==> config.mk <==
export PLATFORM = sky130hd
export DESIGN_NAME = mem_result_pager_flat
export DESIGN_NICKNAME = d
export VERILOG_FILES = /design/src/rtl/mem_result_pager_if.sv /design/src/rtl/mem_result_pager.sv /design/src/flat_wrapper.sv
export SDC_FILE = /design/constraint.sdc
export NUM_CORES = 1
export LEC_CHECK = 0
export ABC_AREA = 1
export CAP_MARGIN = 20
export CORE_UTILIZATION = 54
export CTS_CLUSTER_DIAMETER = 50
export DETAILED_ROUTE_END_ITERATION = 16
export GPL_TIMING_DRIVEN = 0
export HOLD_SLACK_MARGIN = 0.15
export PLACE_DENSITY = 0.86
export SLEW_MARGIN = 20
export SYNTH_ARGS = -nofsm -noshare
export SYNTH_HDL_FRONTEND = slang
export SYNTH_SLANG_ARGS = --single-unit
==> constraint.sdc <==
create_clock -name clk_1k -period 5.6 [get_ports clk_1k]
set_clock_uncertainty 0.1 [all_clocks]
set_input_delay 1.12 -clock clk_1k [delete_from_list [all_inputs] [get_ports clk_1k]]
set_output_delay 1.12 -clock clk_1k [all_outputs]
set_load 0.03 [all_outputs]
==> src/rtl/mem_result_pager_if.sv <==
// Read port between the result pager (master) and data memory (slave).
// rd_addr is held stable for as long as rd_req is high.
interface mem_result_pager_if #(
  parameter int ADDR_W = 32,
  parameter int DATA_W = 32
);
  logic              rd_req;
  logic [ADDR_W-1:0] rd_addr;
  logic              rd_valid;
  logic [DATA_W-1:0] rd_data;

  modport master (output rd_req, output rd_addr, input rd_valid, input rd_data);
  modport slave  (input rd_req, input rd_addr, output rd_valid, output rd_data);
endinterface

==> src/rtl/mem_result_pager.sv <==
// Post-execution result viewer: walks a window of data memory and presents the
// low nibbles of each fetched word to the 7-segment scanner.
module mem_result_pager #(
  parameter int                ADDR_W        = 32,
  parameter int                DATA_W        = 32,
  parameter int                NUM_DIGITS    = 4,
  parameter logic [ADDR_W-1:0] BASE_ADDR     = ADDR_W'(32'h0000_0004),
  parameter int                STRIDE        = 4,
  parameter int                NUM_WORDS     = 16,
  parameter int                DWELL_TICKS   = 1000,
  parameter int                TIMEOUT_TICKS = 8,
  localparam int               IDX_W         = (NUM_WORDS > 1) ? $clog2(NUM_WORDS) : 1
) (
  input  logic                    clk_1k,
  input  logic                    reset,
  input  logic                    start,
  input  logic                    auto_mode,
  input  logic                    step,
  input  logic                    wrap_en,
  mem_result_pager_if.master      rd,
  output logic [4*NUM_DIGITS-1:0] disp_data,
  output logic                    disp_valid,
  output logic [IDX_W-1:0]        cur_index,
  output logic                    err,
  output logic                    done
);

  localparam int DISP_W = 4*NUM_DIGITS;
  localparam int DW_W   = (DWELL_TICKS > 2) ? $clog2(DWELL_TICKS-1) : 1;
  localparam int TO_W   = (TIMEOUT_TICKS > 1) ? $clog2(TIMEOUT_TICKS) : 1;

  // The SHOW phase lasts DWELL_TICKS-1 cycles; the following fetch cycle
  // completes the dwell, so a zero-wait word is visible exactly DWELL_TICKS.
  localparam logic [DW_W-1:0]   DWELL_LAST = DW_W'(DWELL_TICKS-2);
  localparam logic [TO_W-1:0]   TO_LAST    = TO_W'(TIMEOUT_TICKS-1);
  localparam logic [IDX_W-1:0]  IDX_LAST   = IDX_W'(NUM_WORDS-1);
  localparam logic [ADDR_W-1:0] STRIDE_A   = ADDR_W'(STRIDE);

  typedef enum logic [2:0] {
    S_IDLE,
    S_FETCH,
    S_CANCEL,
    S_SHOW,
    S_DONE
  } state_e;

  state_e              state_q, state_d;
  logic [IDX_W-1:0]    idx_q, idx_d;
  logic [ADDR_W-1:0]   addr_q, addr_d;
  logic [DISP_W-1:0]   disp_q, disp_d;
  logic                dvld_q, dvld_d;
  logic                err_q, err_d;
  logic [DW_W-1:0]     dwell_q, dwell_d;
  logic [TO_W-1:0]     to_q, to_d;
  logic                advance;

  logic [DATA_W-1:0]   unused_rd_data;
  assign unused_rd_data = rd.rd_data;

  always_ff @(posedge clk_1k or posedge reset) begin
    if (reset) begin
      state_q <= S_IDLE;
      idx_q   <= '0;
      addr_q  <= BASE_ADDR;
      disp_q  <= '0;
      dvld_q  <= 1'b0;
      err_q   <= 1'b0;
      dwell_q <= '0;
      to_q    <= '0;
    end else begin
      state_q <= state_d;
      idx_q   <= idx_d;
      addr_q  <= addr_d;
      disp_q  <= disp_d;
      dvld_q  <= dvld_d;
      err_q   <= err_d;
      dwell_q <= dwell_d;
      to_q    <= to_d;
    end
  end

  always_comb begin
    state_d = state_q;
    idx_d   = idx_q;
    addr_d  = addr_q;
    disp_d  = disp_q;
    dvld_d  = dvld_q;
    err_d   = err_q;
    dwell_d = dwell_q;
    to_d    = to_q;
    advance = 1'b0;

    if (start) begin
      // Restarting over a live request drops rd_req for one cycle first.
      idx_d   = '0;
      addr_d  = BASE_ADDR;
      err_d   = 1'b0;
      dvld_d  = 1'b0;
      dwell_d = '0;
      to_d    = '0;
      state_d = (state_q == S_FETCH) ? S_CANCEL : S_FETCH;
    end else begin
      case (state_q)
        S_IDLE: ;
        S_CANCEL: state_d = S_FETCH;
        S_FETCH: begin
          if (rd.rd_valid) begin
            disp_d  = rd.rd_data[DISP_W-1:0];
            dvld_d  = 1'b1;
            dwell_d = '0;
            to_d    = '0;
            state_d = S_SHOW;
          end else if (to_q == TO_LAST) begin
            disp_d  = {NUM_DIGITS{4'hE}};
            dvld_d  = 1'b1;
            err_d   = 1'b1;
            dwell_d = '0;
            to_d    = '0;
            state_d = S_SHOW;
          end else begin
            to_d = to_q + 1'b1;
          end
        end
        S_SHOW: begin
          if (step || (auto_mode && (dwell_q == DWELL_LAST))) begin
            advance = 1'b1;
          end else if (auto_mode) begin
            dwell_d = dwell_q + 1'b1;
          end else begin
            dwell_d = '0;
          end
          if (advance) begin
            dwell_d = '0;
            if (idx_q != IDX_LAST) begin
              idx_d   = idx_q + 1'b1;
              addr_d  = addr_q + STRIDE_A;
              state_d = S_FETCH;
            end else if (wrap_en) begin
              idx_d   = '0;
              addr_d  = BASE_ADDR;
              state_d = S_FETCH;
            end else begin
              state_d = S_DONE;
            end
          end
        end
        S_DONE: ;
        default: state_d = S_IDLE;
      endcase
    end
  end

  assign rd.rd_req  = (state_q == S_FETCH);
  assign rd.rd_addr = addr_q;
  assign disp_data  = disp_q;
  assign disp_valid = dvld_q;
  assign cur_index  = idx_q;
  assign err        = err_q;
  assign done       = (state_q == S_DONE);

endmodule

==> src/flat_wrapper.sv <==
// flat-port wrapper written by rule: the top's interface ports become plain ports
module mem_result_pager_flat 
#(
  parameter int                ADDR_W        = 32,
  parameter int                DATA_W        = 32,
  parameter int                NUM_DIGITS    = 4,
  parameter logic [ADDR_W-1:0] BASE_ADDR     = ADDR_W'(32'h0000_0004),
  parameter int                STRIDE        = 4,
  parameter int                NUM_WORDS     = 16,
  parameter int                DWELL_TICKS   = 1000,
  parameter int                TIMEOUT_TICKS = 8,
  localparam int               IDX_W         = (NUM_WORDS > 1) ? $clog2(NUM_WORDS) : 1
)
  (clk_1k, reset, start, auto_mode, step, wrap_en, disp_data, disp_valid, cur_index, err, done, rd_rd_req, rd_rd_addr, rd_rd_valid, rd_rd_data);
  mem_result_pager_if #(.ADDR_W(ADDR_W), .DATA_W(DATA_W)) rd_i ();
  input  logic clk_1k;
  input  logic reset;
  input  logic start;
  input  logic auto_mode;
  input  logic step;
  input  logic wrap_en;
  output logic [4*NUM_DIGITS-1:0] disp_data;
  output logic disp_valid;
  output logic [IDX_W-1:0] cur_index;
  output logic err;
  output logic done;
  output wire logic [$bits(rd_i.rd_req)-1:0] rd_rd_req;
  output wire logic [$bits(rd_i.rd_addr)-1:0] rd_rd_addr;
  input wire logic [$bits(rd_i.rd_valid)-1:0] rd_rd_valid;
  input wire logic [$bits(rd_i.rd_data)-1:0] rd_rd_data;
  assign rd_rd_req = rd_i.rd_req;
  assign rd_rd_addr = rd_i.rd_addr;
  assign rd_i.rd_valid = rd_rd_valid;
  assign rd_i.rd_data = rd_rd_data;
  mem_result_pager #(.ADDR_W(ADDR_W), .DATA_W(DATA_W), .NUM_DIGITS(NUM_DIGITS), .BASE_ADDR(BASE_ADDR), .STRIDE(STRIDE), .NUM_WORDS(NUM_WORDS), .DWELL_TICKS(DWELL_TICKS), .TIMEOUT_TICKS(TIMEOUT_TICKS)) u_core (.clk_1k(clk_1k), .reset(reset), .start(start), .auto_mode(auto_mode), .step(step), .wrap_en(wrap_en), .rd(rd_i), .disp_data(disp_data), .disp_valid(disp_valid), .cur_index(cur_index), .err(err), .done(done));
endmodule
==> impl_results.md, run 1 <==
- PostCTS Resize Cnt: 0
- Family with the most delay on the worst path: buffers and inverters
- Netlist cell types: 42
- Final Cycle Share: 55.6%
- CP max stage cell: clkdlybuf4s50_1
- P per Cell Area: roughly 330 nW/um2
- Mean post-synth cell area: 7.53 um2
- Xor and xnor area share after synthesis: 2.66%
- # clock sinks: 68
- Total CTS buffers: 9
- Register area share after synthesis: 43.1%
- Max Cap Viol: 0
- Reg clk slew, reported paths: 0.07 ns
- Unrepaired setup endpoints after global routing: false
- Vias in the first global route: roughly 3800
- DIE HEIGHT: 87.5 um
- DPL Wire Length: 7060 um
- Syn Inst Count: ~530
- Clk buf depth: 2
- CP Launch Point: u_core.state_q[1]$_DFFE_PP0P_
- Setup bufs post-CTS: 0
- Mapped Area: just under 4000 um2
- Die area: 7660 um2
- Total track usage: a little over a quarter
- Crit. End Element: output pin
- EDFF count, synth: 0
- Via count: roughly 3800
- Endpoints failing setup: 0
- Synth Flop Type: dfrtp_1
- Worst setup margin: between 2 and 2.5 ns
- Simple-gate share of the synthesized area: a little over a third
- Post-synthesis adder-cell area fraction: approximately 1.9%
- Share of cells above drive strength 1: 10.3%
- Die width: approximately 88 um
- DR vias/cell: between 5 and 6
- Most frequent cells in the layout: 151 x nand2_1, 76 x clkdlybuf4s50_1, 67 x inv_1, 67 x dfrtp_1, 56 x nor2_1
- Leak Pwr: between 2 and 2.5 nW
- Crit. path cell count: 3
- Peak supply drop: 0.251 mV
- CTS root buffer: clkbuf_8
- Antenna violations before repair: 0
- Gp weighted congestion: around 0.90
- RR Startpoint: u_core.to_q[0]$_DFFE_PP0P_
- Residual DRC count: 0
- CTS Hold Bufs: 0
- Reg2reg path depth: 10
- Largest net degree at the start of global routing: 56
- Initial Util: 56.9%
- Layout area overhead: 28.3%
- Status: completed
- Core area: around 7000 um2
- Required time of the critical path: 4.38 ns
- # rows: 30
- Crit Path Class: flip-flop to output pin
- CTS tree: yes
- CP peak stage delay: a little under 0.7 ns
- Final min period: 3.11 ns
- Antenna-violating nets left: 0
- Num ports: 95
- DP Worst Slack: between 2 and 2.5 ns
- Crit-path cells: nand3b_2, inv_1, clkdlybuf4s50_1
- Synth Area in Compound Gates: under 10%
- Buffers on Ports: 76
- HP Start: u_core.disp_data[3]$_DFFE_PP0P_
- First-pass GRT wire length: 16500 um
- Commonest non-fill, non-tap cell in the layout: nand2_1
- Critical path arrival: approximately 1.9 ns
- Crit path max fanout: 5
- Slew Viols, Final: 0
- Htree depth: 3
- FFs w/ async S/R, synth: 100%
- Skew-Pair Late Insertion Delay: approximately 0.34 ns
- Diode count: 0
- Yosys warns: 0
- Avg WL per Cell: roughly 14 um
- Hold slack: 0.370 ns
- Yosys reg bits: 68
- Mux cell area share after synthesis: 0%
- WL final: just under 10000 um
- Grt ovf: 0
- Fin. Hold Viols: 0
- WP buf/inv: 2
- DRT Pass-1 Iters: 4
- Max Freq: ~0.32 GHz
- Worst Hold Class: flip-flop to flip-flop
- Largest family of logic cells by synthesized area: simple AND/OR/NAND/NOR gates
- Nets: between 600 and 700
- Detailed Route Iter0 Violations: around 230
- Post-Route Setup TNS: 0 ns
- Hold Path Depth: 2
- Startpoint types: flip-flop
## worst paths after layout
kind / to / slack, ns
min: u_core.disp_data[3]$_DFFE_PP0P_ / 0.37
min reg2reg: u_core.disp_data[3]$_DFFE_PP0P_ / 0.37
max reg2reg: u_core.dwell_q[5]$_DFFE_PP0P_ / 3.53
max in group asynchronous: u_core.rd.rd_addr[2]$_DFFE_PP1P_ / 3.89
min in group asynchronous: u_core.disp_data[14]$_DFFE_PP0P_ / 0.94
max: rd_rd_req / 2.49
## area by class of cell
cell class	instances	area (um2)
Inverter	74	283
Sequential cell	68	1700
Fill cell	531	1880
Buffer	12	108
Timing Repair Buffer	77	788
Tap cell	96	120
Multi-Input combinational cell	372	1860
Clock inverter	4	47.5
Clock buffer	12	155
## layer usage
layer | global-route usage, % | share of wire [%]
met2 | 48.8 | 50
met5 | 0 | 0
met1 | 32.6 | 42
met3 | 4.52 | 5.2
met4 | 13.0 | 2.2
## cells in the mapped netlist (2+ instances only)
library cell    n  area share (%)
dfrtp_1        67              42
nand3_1        55             7.0
ha_1            6             1.9
inv_1          68             6.5
o21ai_0        21             2.7
xnor2_1         2            0.44
nand2_8         2             1.0
nand2_1       151              14
nand2_2         3            0.48
a31oi_1         2            0.32
o21ai_1         4            0.51
nor3_1         10             1.3
buf_4           7             1.3
nor2_1         56             5.3
inv_2           5            0.48
nor4_1          2            0.32
o31ai_1         5            0.95
nor2_4          4             1.1
a21oi_1         6            0.76
nand3_2         4             1.0
nand4_1         6            0.95
xor2_1         10             2.2
nor2_2         10             1.6
## flip-flops by register name, summed over array words and instances, names as in the netlist
signal and cells:
u_core.disp_data 16, u_core.to_q 3, u_core.err 1, u_core.rd.rd_addr 30
u_core.disp_valid 1, u_core.dwell_q 10, u_core.cur_index 4, u_core.state_q 3
## power breakdown
part           switching [mW]  total [mW]  leakage (nW)  internal [mW]
clock network           0.191       0.420         0.102          0.229
logic                   0.372       0.604          1.37          0.232
registers              0.0614       0.637         0.913          0.575
total                   0.624        1.66          2.39           1.04
## stage by stage
step	cells	instance area, um2	power (mW)	util (%)
3_5_place_dp	699	4870	1.25	70.1
5_1_grt	715	5070	1.75	73.0
6_report	715	5070	1.66	73.0
3_3_place_gp	698	4840	1.23	69.6
4_1_cts	715	5070	1.67	73.0
2_1_floorplan	526	3960	1.01	-
## cell families after synthesis
group                    count (synthesis)
AO/OA/AOI/OAI                           45
XOR/XNOR                                12
AND/OR/NAND/NOR                        307
adder cells (fa/ha/maj)                  6
other                                    1
flip-flops                              68
buffers and inverters                   86
## tightest hold or removal path, cell delays in order (launching register included)
cell and delay (ns):
dfrtp_1 0.35, nand2_1 0.05, nand2_1 0.04
Note: power is estimated with default switching activity, not from simulation.
==> run 2: changes to the inputs <==
--- a/config.mk
+++ b/config.mk
@@ -7,12 +7,12 @@
 export LEC_CHECK = 0
 export ABC_AREA = 1
 export CAP_MARGIN = 20
-export CORE_UTILIZATION = 54
+export CORE_UTILIZATION = 45
 export CTS_CLUSTER_DIAMETER = 50
 export DETAILED_ROUTE_END_ITERATION = 16
 export GPL_TIMING_DRIVEN = 0
 export HOLD_SLACK_MARGIN = 0.15
-export PLACE_DENSITY = 0.86
+export PLACE_DENSITY = 0.76
 export SLEW_MARGIN = 20
 export SYNTH_ARGS = -nofsm -noshare
 export SYNTH_HDL_FRONTEND = slang
==> constraint.sdc (replaced) <==
create_clock -name clk_1k -period 2.82 [get_ports clk_1k]
set_clock_uncertainty 0.1 [all_clocks]
set_input_delay 0.564 -clock clk_1k [delete_from_list [all_inputs] [get_ports clk_1k]]
set_output_delay 0.564 -clock clk_1k [all_outputs]
set_load 0.03 [all_outputs]
==> impl_results.md, run 2 (synthesized netlist as in run 1, its figures left out) <==
- Status: completed (unchanged)
- Power share of the clock group: 25.8% (was 25.3%)
- Commonest non-fill, non-tap cell in the layout: nand2_1 (unchanged)
- Max FFs per register: 30 (unchanged)
- DIE HEIGHT: 95.7 um (was 87.5 um)
- Crit. End Element: output pin (unchanged)
- Met1 Track Usage GR: 27.1% (was 32.6%)
- Vias in the first global route: 3462 (was 3828)
- Sequential share of power: 38.1% (was 38.3%)
- Most frequent cells in the layout: 151 x nand2_1, 76 x clkdlybuf4s50_1, 67 x inv_1, 67 x dfrtp_1, 56 x nor2_1 (unchanged)
- Sw Ratio: 37.4% (was 37.6%)
- Core area: 8340 um2 (was 6940 um2)
- Busiest grt layer: met2 (unchanged)
- P per Cell Area: 647 nW/um2 (was 328 nW/um2)
- Max Freq: 0.391 GHz
- Grt ovf: 0 (unchanged)
- DRT Pass-1 Iters: 4 (unchanged)
- Total CTS buffers: 9 (unchanged)
- Layout area overhead: 28.8% (was 28.3%)
- CTS root buffer: clkbuf_8 (unchanged)
- Num ports: 95 (unchanged)
- DP Worst Slack: 0.317 ns (was 2.47 ns)
- Initial Util: 47.4% (was 56.9%)
- # clock sinks: 68 (unchanged)
- Buffers on Ports: 76 (unchanged)
- Avg WL per Cell: 12.4 um (was 13.7 um)
- DR vias/cell: 5.03 (was 5.30)
- Antenna violations before repair: 0 (unchanged)
- Htree depth: 3 (unchanged)
- CTS Hold Bufs: 0 (unchanged)
- Post-route cell area: 5090 um2 (was 5070 um2)
- Share of cells above drive strength 1: 10.5% (was 10.3%)
- Detailed Route Iter0 Violations: 219 (was 228)
- Diode count: 0 (unchanged)
- RR Startpoint: u_core.to_q[0]$_DFFE_PP0P_ (unchanged)
- Peak supply drop: 0.570 mV (was 0.251 mV)
- Cell Area, Placed: 4880 um2 (was 4870 um2)
- Critical path arrival: 1.89 ns (about the same)
- Reg clk slew, reported paths: 0.08 ns (was 0.07 ns)
- Reg-to-reg setup timing slack: 0.83 ns (was 3.53 ns)
- Gp weighted congestion: 0.886 (was 0.897)
- Internal power: 2.06 mW (was 1.04 mW)
- Via count: 3643 (was 3788)
- Reg area: 1700 um2 (unchanged)
- Nets: 659 (unchanged)
- Max Cap Viol: 0 (unchanged)
- Worst Hold Class: flip-flop to flip-flop (unchanged)
- Worst setup margin: 0.265 ns (was 2.49 ns)
- Psw: 1.23 mW (was 624 uW)
- Post-Route Setup TNS: 0 ns (unchanged)
- Slew Viols, Final: 0 (unchanged)
- Residual DRC count: 0 (unchanged)
- Crit path max fanout: 5 (unchanged)
- DPL Wire Length: 6670 um (was 7060 um)
- Total track usage: 21.5% (was 27.5%)
- Met3 Usage GRT: 4.90% (was 4.52%)
- WL final: 8950 um (was 9770 um)
- RR Endpoint: u_core.dwell_q[3]$_DFFE_PP0P_ (was u_core.dwell_q[5]$_DFFE_PP0P_)
- Required time of the critical path: 2.16 ns (was 4.38 ns)
- Crit Path Class: flip-flop to output pin (unchanged)
- Final Cycle Share: between 90% and 100%
- Die area: 9160 um2 (was 7660 um2)
- HP Start: u_core.disp_data[6]$_DFFE_PP0P_ (was u_core.disp_data[3]$_DFFE_PP0P_)
- Multi-input gate area: 1860 um2 (unchanged)
- Hold Path Depth: 2 (unchanged)
- Reg2reg path depth: 10 (unchanged)
- CTS tree: yes (unchanged)
- # rows: 33 (was 30)
- PostCTS Resize Cnt: 0 (unchanged)
- Final min period: 2.56 ns
- Power share of the combinational group: 36.1% (was 36.4%)
- Endpoints failing setup: 0 (unchanged)
- Leak Pwr: 2.39 nW (about the same)
- Fin. Hold Viols: 0 (unchanged)
- Setup bufs post-CTS: 0 (unchanged)
- Skew-Pair Late Insertion Delay: 0.34 ns (about the same)
- Hold Path End: u_core.disp_data[6]$_DFFE_PP0P_ (was u_core.disp_data[3]$_DFFE_PP0P_)
- Unrepaired setup endpoints after global routing: false (unchanged)
- Clk buf depth: 2 (unchanged)
- Largest net degree at the start of global routing: 56 (unchanged)
- Fill cell count: 731 (was 531)
- Antenna-violating nets left: 0 (unchanged)
- Startpoint types: flip-flop (unchanged)
- First-pass GRT wire length: 15500 um (was 16500 um)
- Die width: 95.7 um (was 87.5 um)
- Met2 GRT Util: 36.5% (was 48.8%)
run 2: cell types whose count changed in the layout (fill, tap and decap cells not counted), sizes merged:
cell / delta
clkbuf: -1
clkinv: +1
run 2: how the worst max path moves through the flow:
stage / start / end / slack (ns)
floorplan: reset / u_core.cur_index[0]$_DFFE_PP0P_ / 0.45
global placement: reset / u_core.disp_data[10]$_DFFE_PP0P_ / -0.79
detailed placement: start / u_core.rd.rd_addr[8]$_DFFE_PP0P_ / 0.32
CTS: u_core.state_q[1]$_DFFE_PP0P_ / rd_rd_req / 0.24
global route: u_core.state_q[2]$_DFFE_PP0P_ / rd_rd_req / 0.14
finish: u_core.state_q[1]$_DFFE_PP0P_ / rd_rd_req / 0.26
run 2: per-layer routing:
metal | vias to the layer above | share of wire, %
met2 | 116 | 49
met5 | - | 0
met1 | 1679 | 44
met3 | 13 | 6.0
li1 | 1835 | -
met4 | 0 | 1.5
run 2: metrics by stage:
step           util, %  instances  hold slack [ns]  total power [mW]
4_1_cts           61.0        724            0.375              3.33
5_1_grt           61.0        724            0.386              3.48
3_5_place_dp      58.5        708            0.358              2.47
6_report          61.0        724            0.370              3.29
3_3_place_gp      58.1        707            0.354              2.44
2_1_floorplan        -        526            0.346              2.01
run 2: power groups by stage:
stage / Clock [mW] / Combinational [mW] / Sequential (mW)
final: 0.850 / 1.19 / 1.26
after detailed placement: 0 / 1.20 / 1.27
after CTS: 0.873 / 1.20 / 1.26
after global placement: 0 / 1.17 / 1.27
after global routing: 0.917 / 1.29 / 1.28
after floorplan: 0 / 0.461 / 1.54
run 2: layout make-up:
| cell class | count | share of cell area (%) |
|---|---|---|
| Sequential cell | 68 | 33.5 |
| Inverter | 74 | 5.56 |
| Clock inverter | 5 | 1.18 |
| Multi-Input combinational cell | 372 | 36.6 |
| Clock buffer | 11 | 2.98 |
| Timing Repair Buffer | 77 | 15.5 |
| Buffer | 12 | 2.11 |
| Tap cell | 105 | 2.58 |
run 2: critical path, cell delays in order (launching register included):
cell and delay (ns):
dfrtp_1 0.41, nand3b_2 0.30, inv_1 0.15, clkdlybuf4s50_1 0.70
==> run 3: changes to the inputs <==
--- a/config.mk
+++ b/config.mk
@@ -11,7 +11,6 @@
 export CTS_CLUSTER_DIAMETER = 50
 export DETAILED_ROUTE_END_ITERATION = 16
 export GPL_TIMING_DRIVEN = 0
-export HOLD_SLACK_MARGIN = 0.15
 export PLACE_DENSITY = 0.76
 export SLEW_MARGIN = 20
 export SYNTH_ARGS = -nofsm -noshare
==> results of run 3 <==
No change in the layout: final DEF, timing and power equal those of run 2.
